===== src/rtl/pwm_capture.sv =====
// pwm_capture: measures period, high time and rising-edge count of an asynchronous PWM input.
module pwm_capture #(
  parameter int CNT_W       = 16,
  parameter int SYNC_STAGES = 2
) (
  input  logic             clk_i,
  input  logic             rst_i,
  input  logic             en_i,
  input  logic             clr_i,
  input  logic [CNT_W-1:0] timeout_i,
  input  logic             pwm_i,
  output logic [CNT_W-1:0] period_o,
  output logic [CNT_W-1:0] high_o,
  output logic             valid_o,
  output logic [7:0]       edge_cnt_o,
  output logic             level_o,
  output logic             timeout_o,
  output logic             ovf_o
);
  typedef enum logic [1:0] {IDLE, ARM, MEAS} state_t;
  localparam logic [CNT_W-1:0] CNT_MAX = '1;
  state_t                 state_q, state_d;
  logic [SYNC_STAGES-1:0] sync_q, sync_d;
  logic                   hist_q;
  logic [CNT_W-1:0]       cnt_q, cnt_d, high_lat_q, high_lat_d;
  logic [CNT_W-1:0]       period_q, period_d, high_q, high_d;
  logic                   valid_q, valid_d, timeout_q, timeout_d, ovf_q, ovf_d;
  logic [7:0]             edge_q, edge_d;
  logic                   lvl, rise, fall;
  always_comb begin
    sync_d     = {sync_q[SYNC_STAGES-2:0], pwm_i};
    lvl        = sync_q[SYNC_STAGES-1];
    rise       = lvl & ~hist_q;
    fall       = ~lvl & hist_q;
    state_d    = state_q;
    cnt_d      = cnt_q;
    high_lat_d = high_lat_q;
    period_d   = period_q;
    high_d     = high_q;
    valid_d    = 1'b0;
    timeout_d  = timeout_q;
    ovf_d      = ovf_q;
    edge_d     = edge_q;
    if (!en_i) begin
      state_d    = IDLE;
      cnt_d      = '0;
      high_lat_d = '0;
    end else if (state_q == IDLE) begin
      state_d = ARM;
    end else begin
      if (rise) edge_d = edge_q + 8'd1;
      if (state_q == ARM) begin
        cnt_d      = rise ? CNT_W'(1) : '0;
        high_lat_d = '0;
        state_d    = rise ? MEAS : ARM;
      end else if (rise) begin
        period_d   = cnt_q;
        high_d     = high_lat_q;
        valid_d    = 1'b1;
        cnt_d      = CNT_W'(1);
        high_lat_d = '0;
      end else if (timeout_i != '0 && cnt_q == timeout_i) begin
        timeout_d  = 1'b1;
        state_d    = ARM;
        cnt_d      = '0;
        high_lat_d = '0;
      end else begin
        cnt_d = (cnt_q == CNT_MAX) ? cnt_q : cnt_q + CNT_W'(1);
        if (cnt_d == CNT_MAX) ovf_d = 1'b1;
        if (fall) high_lat_d = cnt_q;
      end
    end
    // clear has priority over any edge count or flag set in the same cycle
    if (clr_i) begin
      timeout_d = 1'b0;
      ovf_d     = 1'b0;
      edge_d    = '0;
    end
  end
  always_ff @(posedge clk_i) begin
    if (rst_i) begin
      state_q    <= IDLE;
      sync_q     <= '0;
      hist_q     <= 1'b0;
      cnt_q      <= '0;
      high_lat_q <= '0;
      period_q   <= '0;
      high_q     <= '0;
      valid_q    <= 1'b0;
      timeout_q  <= 1'b0;
      ovf_q      <= 1'b0;
      edge_q     <= '0;
    end else begin
      state_q    <= state_d;
      sync_q     <= sync_d;
      hist_q     <= lvl;
      cnt_q      <= cnt_d;
      high_lat_q <= high_lat_d;
      period_q   <= period_d;
      high_q     <= high_d;
      valid_q    <= valid_d;
      timeout_q  <= timeout_d;
      ovf_q      <= ovf_d;
      edge_q     <= edge_d;
    end
  end
  assign period_o   = period_q;
  assign high_o     = high_q;
  assign valid_o    = valid_q;
  assign edge_cnt_o = edge_q;
  assign level_o    = lvl;
  assign timeout_o  = timeout_q;
  assign ovf_o      = ovf_q;
endmodule


===== config.mk =====
export PLATFORM = sky130hd
export DESIGN_NAME = pwm_capture
export DESIGN_NICKNAME = d
export VERILOG_FILES = /design/src/rtl/pwm_capture.sv
export SDC_FILE = /design/constraint.sdc
export NUM_CORES = 1
export LEC_CHECK = 0
export BUFFER_PORTS_ARGS = -buffer_cell sky130_fd_sc_hd__buf_4
export CORE_ASPECT_RATIO = 1.75
export CORE_MARGIN = 4
export CORE_UTILIZATION = 60
export CTS_BUF_LIST = sky130_fd_sc_hd__clkbuf_16
export CTS_CLUSTER_DIAMETER = 30
export CTS_CLUSTER_SIZE = 25
export DETAILED_ROUTE_END_ITERATION = 7
export PLACE_DENSITY = 0.85
export SLEW_MARGIN = 20
export SYNTH_ARGS = -nofsm -noshare
export SYNTH_HDL_FRONTEND = slang
export SYNTH_SLANG_ARGS = --single-unit
export TNS_END_PERCENT = 1

===== constraint.sdc =====
create_clock -name clk_i -period 4.05 [get_ports clk_i]
set_clock_uncertainty 0.15 [all_clocks]
set_input_delay 0.405 -clock clk_i [delete_from_list [all_inputs] [get_ports clk_i]]
set_output_delay 0.405 -clock clk_i [all_outputs]
set_load 0.05 [all_outputs]

Word level (Yosys, flattened, before mapping). Cells that the tools add are included.

Register bits after elaboration: 80. Bits in latches: 0. Bits in writable memories: 0. Bits in read-only memories: 0. Output and inout port bits: 44. Memories: 0.

Add/sub/neg operators: 2. Multiply operators: 0. Divide/modulo/power cells: 0. Magnitude comparators: 0. Eq/ne operators: 6. Shifts and indexed selects: 0. Muxes and demuxes: 15. Bitwise operators: 9. Reduce and logical (&&, ||, !) cells: 17.

Operators with widths (count): 2-to-1 mux 16 bit (8); == test 16 bit (second input constant) (2); adder 16 x 1 -> 16 bit (second input constant) (1); == test 16 bit (1); nonzero test 16 bit (1); adder 8 x 1 -> 8 bit (second input constant) (1); 2-to-1 mux 2 bit (4); inverter 1 bit (7); AND reduction 2 bit (3); AND reduction 6 bit (1); AND reduction 5 bit (1); AND reduction 4 bit (1); nonzero test 4 bit (1); OR reduction 2 bit (2); OR reduction 4 bit (1); 2-to-1 mux 1 bit (3); != test 3 x 1 -> 1 bit (second input constant) (1); AND reduction 3 bit (1); nonzero test 3 bit (1); OR reduction 3 bit (1); AND 1 bit (2); == test 2 x 1 -> 1 bit (second input constant) (1); logical NOT 2 bit (1); != test 2 x 1 -> 1 bit (second input constant) (1); other kinds (2) (2).

Depth between registers and ports, before layout.
Word-level depth: 6. Mapped depth: 10. Mapped depth without buffers: 7.

Least setup slack after synthesis. OpenSTA, ideal clock, no wires.

Path type: reg-to-reg. From: register cnt_q[1]. To: register ovf_q (netlist: ovf_o). Arrival time: 1.989 ns. Required time: 3.813 ns. Path slack: 1.824 ns. Cell stages (with the launch flop): 10. Path buffers: 2. Path through: dfxtp_1 > ha_1 > clkbuf_1 > nand4_1 > nor4_1 > buf_2 > o211ai_1 > nand2_1 > o211ai_1 > o31ai_1.

Word-level cells in the longest chain between the ends: 4. Elaborated cells on any way between the ends: 8. Those cells by class: 1 x add/sub; 3 x eq/ne; 1 x mux; 1 x bitwise; 2 x reduce/logical.

Ends and longest elaborated chain: start: declaration (RTL line 25) `logic [CNT_W-1:0] cnt_q, cnt_d, high_lat_q, high_lat_d;`; start signal: assignment (RTL line 97) `cnt_q <= cnt_d;`; adder 16 x 1 -> 16 bit (tied with other cells) (RTL line 68) `cnt_d = (cnt_q == CNT_MAX) ? cnt_q : cnt_q + CNT_W'(1);`; 2-to-1 mux 16 bit / logical AND 1 bit (equally long branches) (RTL line 68, 62); == test 16 bit / inverter 1 bit (equally long branches); AND reduction 6 bit (no line) *; end signal: assignment (RTL line 103) `ovf_q <= ovf_d;`; end: declaration (RTL line 27) `logic valid_q, valid_d, timeout_q, timeout_d, ovf_q, ovf_d;`.

Mark *: on every way between the ends. The rest lies on a longest branch, timed or not. A chain may end at the register's enable or synchronous reset.

Worst setup path in the final report.
From: register cnt_q[9]. To: register cnt_q[6].

Word-level cells in the longest chain between the ends: 5. Elaborated cells on any way between the ends: 7. Those cells by class: 2 x eq/ne; 4 x mux; 1 x reduce/logical.

Ends and longest elaborated chain: == test 16 bit (on tied branches) (RTL line 68, 62); 2-to-1 mux 16 bit / logical AND 1 bit (equally long branches) (RTL line 68, 62); 2-to-1 mux 16 bit * (RTL line 62) `end else if (timeout_i != '0 && cnt_q == timeout_i) begin`; 2-to-1 mux 16 bit * (RTL line 56) `end else if (rise) begin`; 2-to-1 mux 16 bit * (RTL line 52) `if (state_q == ARM) begin`.

Marks and branches as above.

==> run summary <==
First-pass GRT wire length = 16600 um
Final Max Slew Viols = 0
Iteration-0 DRC count of the detailed router = 211
Setup TNS = 0 ns
Mux share of post-synthesis cell area = 5.24%
Post-synthesis average cell area = 7.95 um2
Setup Slack @ Placement = 1.17 ns
Post-Synth XOR/XNOR Area = 6.15%
Number of flops mapped to enable cells by yosys = 0
Count of clock tree sinks = 80
Post-synthesis adder-cell area fraction = 0.976%
CTS tree = yes
Area Growth Syn to Fin = 18.7%
Die area = 0.00781 mm2
Routed len/inst = 16.7 um
PortBufs = 64
Reg2reg start = cnt_q[9]$_SDFFE_PP0N_
Startpoint Class = flip-flop
Pin count of the biggest net entering global routing = 41
Dominant cell type by area after synthesis = dfxtp_1
Clock-pin transition on the worst setup and hold timing paths = 0.06 ns
Worst R2R Path Depth = 6
GRT Util Overall = 27.8%
DIE HEIGHT = 114 um
Post-Synth Simple-Gate Area = 26.9%
Gate Count Post-Synth = 484
Detailed Routing Iterations Pass 1 = 5
Synth Net Count = 508
Synth Area in Compound Gates = 13.2%
Setup violators final = 0
Filler cells = 534
Post-DP HPWL = 6880 um
Worst VDD drop = 0.303 mV
Flops & latches, synth = 80
Sequential Area = 0.00160 mm2
H-tree depth = 3
Outcome = finished, final reports clean
Initial Util = 61.8%
Slew @ Worst Pin = 1.10 ns
End point of the critical path = cnt_q[6]$_SDFFE_PP0N_
GPL Wtd Cong = 1.04
DRC Markers = 0
Number of vias per cell = 6.00
Clk buf depth = 2
Top cell type's share of synthesized area = 41.6%
WS Path Type = reg -> reg
Main area contributors after synthesis = dfxtp_1, nand2_1, a21oi_1, mux2i_1, xor2_1
Max-cap violations = 0
Fin crit share = 73.7%
Cell Area, Synth = 0.00385 mm2
Syn. warnings = 0
Worst EP required = 4.13 ns
Area of the multi-input gates = 0.00202 mm2
Clock latency on the worst-skew pair = 0.33 ns
Fmax = 335 MHz
Layout cells sized above 1 = 17.1%
Flop-to-flop setup slack = 1.07 ns
Worst EP arrival = 3.07 ns
Slew margin rel. = 26.6%
Final hold vios = 0
TritonCTS buffer count = 9
Worst setup path startpoint = cnt_q[9]$_SDFFE_PP0N_
Critical Path Sink Type = flip-flop
I/O Pins = 65
Seq/Total Area, Yosys = 41.6%
Routed WL = 10100 um
Core Util, Final = 73.3%
Routing usage on met1 = 31.6%
Vias in the first global route = 3509
Hold-fix buffers, CTS = 0
Antenna fix cells = 0
Post-route cell area = 0.00457 mm2
Initial antenna violation count = 0
RSZ-0062 raised after global routing = false
Fin crit period = 2.98 ns
Rows = 38
Post-route setup slack = 1.07 ns
Leak = 1.73 nW
Synth cell types = 48
Total gr overflow = 0
Pwr/cell area = 377 mW/mm2
Area of the core = 0.00623 mm2
Worst min path class = in -> reg
Vias = 3629
Setup Fix Bufs, Post-CTS = 0
Clock root cell = clkbuf_16
Net count, final = 544
Post-cts resize count = 0
Top_reg_cell synth = dfxtp_1
RR Endpoint = cnt_q[6]$_SDFFE_PP0N_
Met2 usage = 45.9%
Antenna-violating nets left = 0
Die W = 68.5 um
Met3 Use GR = 7.19%
Placed Instance Area = 0.00425 mm2
GRT busiest layer = met2
Async SR Flop Fraction = 0%
Main combinational cell family by area after synthesis = simple AND/OR/NAND/NOR gates
Worst-path fanout max = 24
## cell usage in the layout (no fill, tap or decap), types with 2 or more instances in the layout
cell / Yosys / final
nor2b_1: 5 / 5
a31oi_1: 7 / 7
nand2b_1: 4 / 4
nor4b_1: 2 / 2
ha_1: 3 / 3
a311oi_1: 6 / 6
nand3_1: 12 / 12
a211oi_1: 2 / 2
o2111ai_1: 2 / 2
a41oi_1: 2 / 2
buf_4: 2 / 67
inv_6: 0 / 2
and3_1: 6 / 6
nor2_1: 31 / 31
a22oi_1: 4 / 4
a21oi_1: 41 / 41
or2_2: 3 / 3
nand4_1: 11 / 11
o21ai_0: 11 / 11
bufinv_16: 0 / 2
o211ai_1: 4 / 4
and4_1: 5 / 5
clkbuf_16: 0 / 9
mux2i_1: 19 / 19
nor3_1: 6 / 6
dfxtp_1: 80 / 80
xor2_1: 14 / 14
xnor2_1: 13 / 13
nor3b_1: 2 / 2
inv_1: 6 / 7
nor4_1: 6 / 6
or3_1: 3 / 3
nand2_1: 118 / 118
a21oi_2: 2 / 2
## metrics by stage
step | hold slack, ns | std cells | power, W
CTS | 0.139 | 605 | 0.00173
finish | 0.146 | 605 | 0.00172
floorplan | 0.264 | 484 | 0.000852
detailed placement | 0.278 | 589 | 0.000879
global route | 0.183 | 605 | 0.00178
global placement | 0.275 | 589 | 0.000878
## synthesized netlist by cell type (4+ instances only)
library cell / instances
nand2_1: 118
dfxtp_1: 80
a21oi_1: 41
nor2_1: 31
clkbuf_1: 25
mux2i_1: 19
xor2_1: 14
xnor2_1: 13
nand3_1: 12
nand4_1: 11
o21ai_0: 11
buf_2: 9
a31oi_1: 7
a311oi_1: 6
and3_1: 6
inv_1: 6
nor3_1: 6
nor4_1: 6
and4_1: 5
nor2b_1: 5
a22oi_1: 4
nand2b_1: 4
o211ai_1: 4
## cells by family after synthesis
kind of cell	after synthesis
muxes	20
AOI/OAI and AO/OA	84
adders and majority gates	3
and+or+nand+nor	222
xor gates and xnor gates	27
DFF	80
buffers and inverters	48
## state kept, by name, summed over array words and instances (netlist names)
name / flops
cnt_q: 16
sync_q: 2
state_q: 2
valid_o: 1
hist_q: 1
period_o: 16
high_lat_q: 16
timeout_o: 1
high_o: 16
ovf_o: 1
edge_cnt_o: 8
## worst max-delay path, stage by stage, from the launching register on
cell	delay [ns]
dfxtp_1	0.67
xor2_1	0.31
nor4_1	0.08
and4b_1	0.29
a21oi_2	0.81
a41oi_1	0.27
a311oi_1	0.30
## how the worst min path moves through the flow
| stage | from | to | slack (ns) | cells past startpoint |
|---|---|---|---|---|
| global placement | sync_q[0]$_SDFF_PP0_ | sync_q[1]$_SDFF_PP0_ | 0.27 | 1 |
| CTS | pwm_i | sync_q[0]$_SDFF_PP0_ | 0.14 | 2 |
| detailed placement | sync_q[0]$_SDFF_PP0_ | sync_q[1]$_SDFF_PP0_ | 0.28 | 1 |
| floorplan | sync_q[0]$_SDFF_PP0_ | sync_q[1]$_SDFF_PP0_ | 0.26 | 1 |
| global route | pwm_i | sync_q[0]$_SDFF_PP0_ | 0.18 | 2 |
| finish | pwm_i | sync_q[0]$_SDFF_PP0_ | 0.15 | 2 |
## cell type report
class                           instances  share of cell area [%]
Clock buffer                            9                    4.93
Multi-Input combinational cell        356                    44.2
Tap cell                               80                    2.19
Clock inverter                          7                    2.06
Inverter                                6                   0.493
Sequential cell                        80                    35.1
Timing Repair Buffer                   67                    11.0
## routing by layer
layer / up-vias / wire [um]
met1: 1676 / 3660
met5: - / 0
met3: 43 / 805
met4: 0 / 387
li1: 1733 / -
met2: 177 / 5240
## power by group
| part | leakage, nW | switching (W) | internal, W |
|---|---|---|---|
| Combinational | 0.932 | 0.0000430 | 0.0000289 |
| Sequential | 0.645 | 0.00000159 | 0.000789 |
| Clock | 0.158 | 0.000320 | 0.000540 |
No activity file was read; power rests on OpenSTA's default activity.
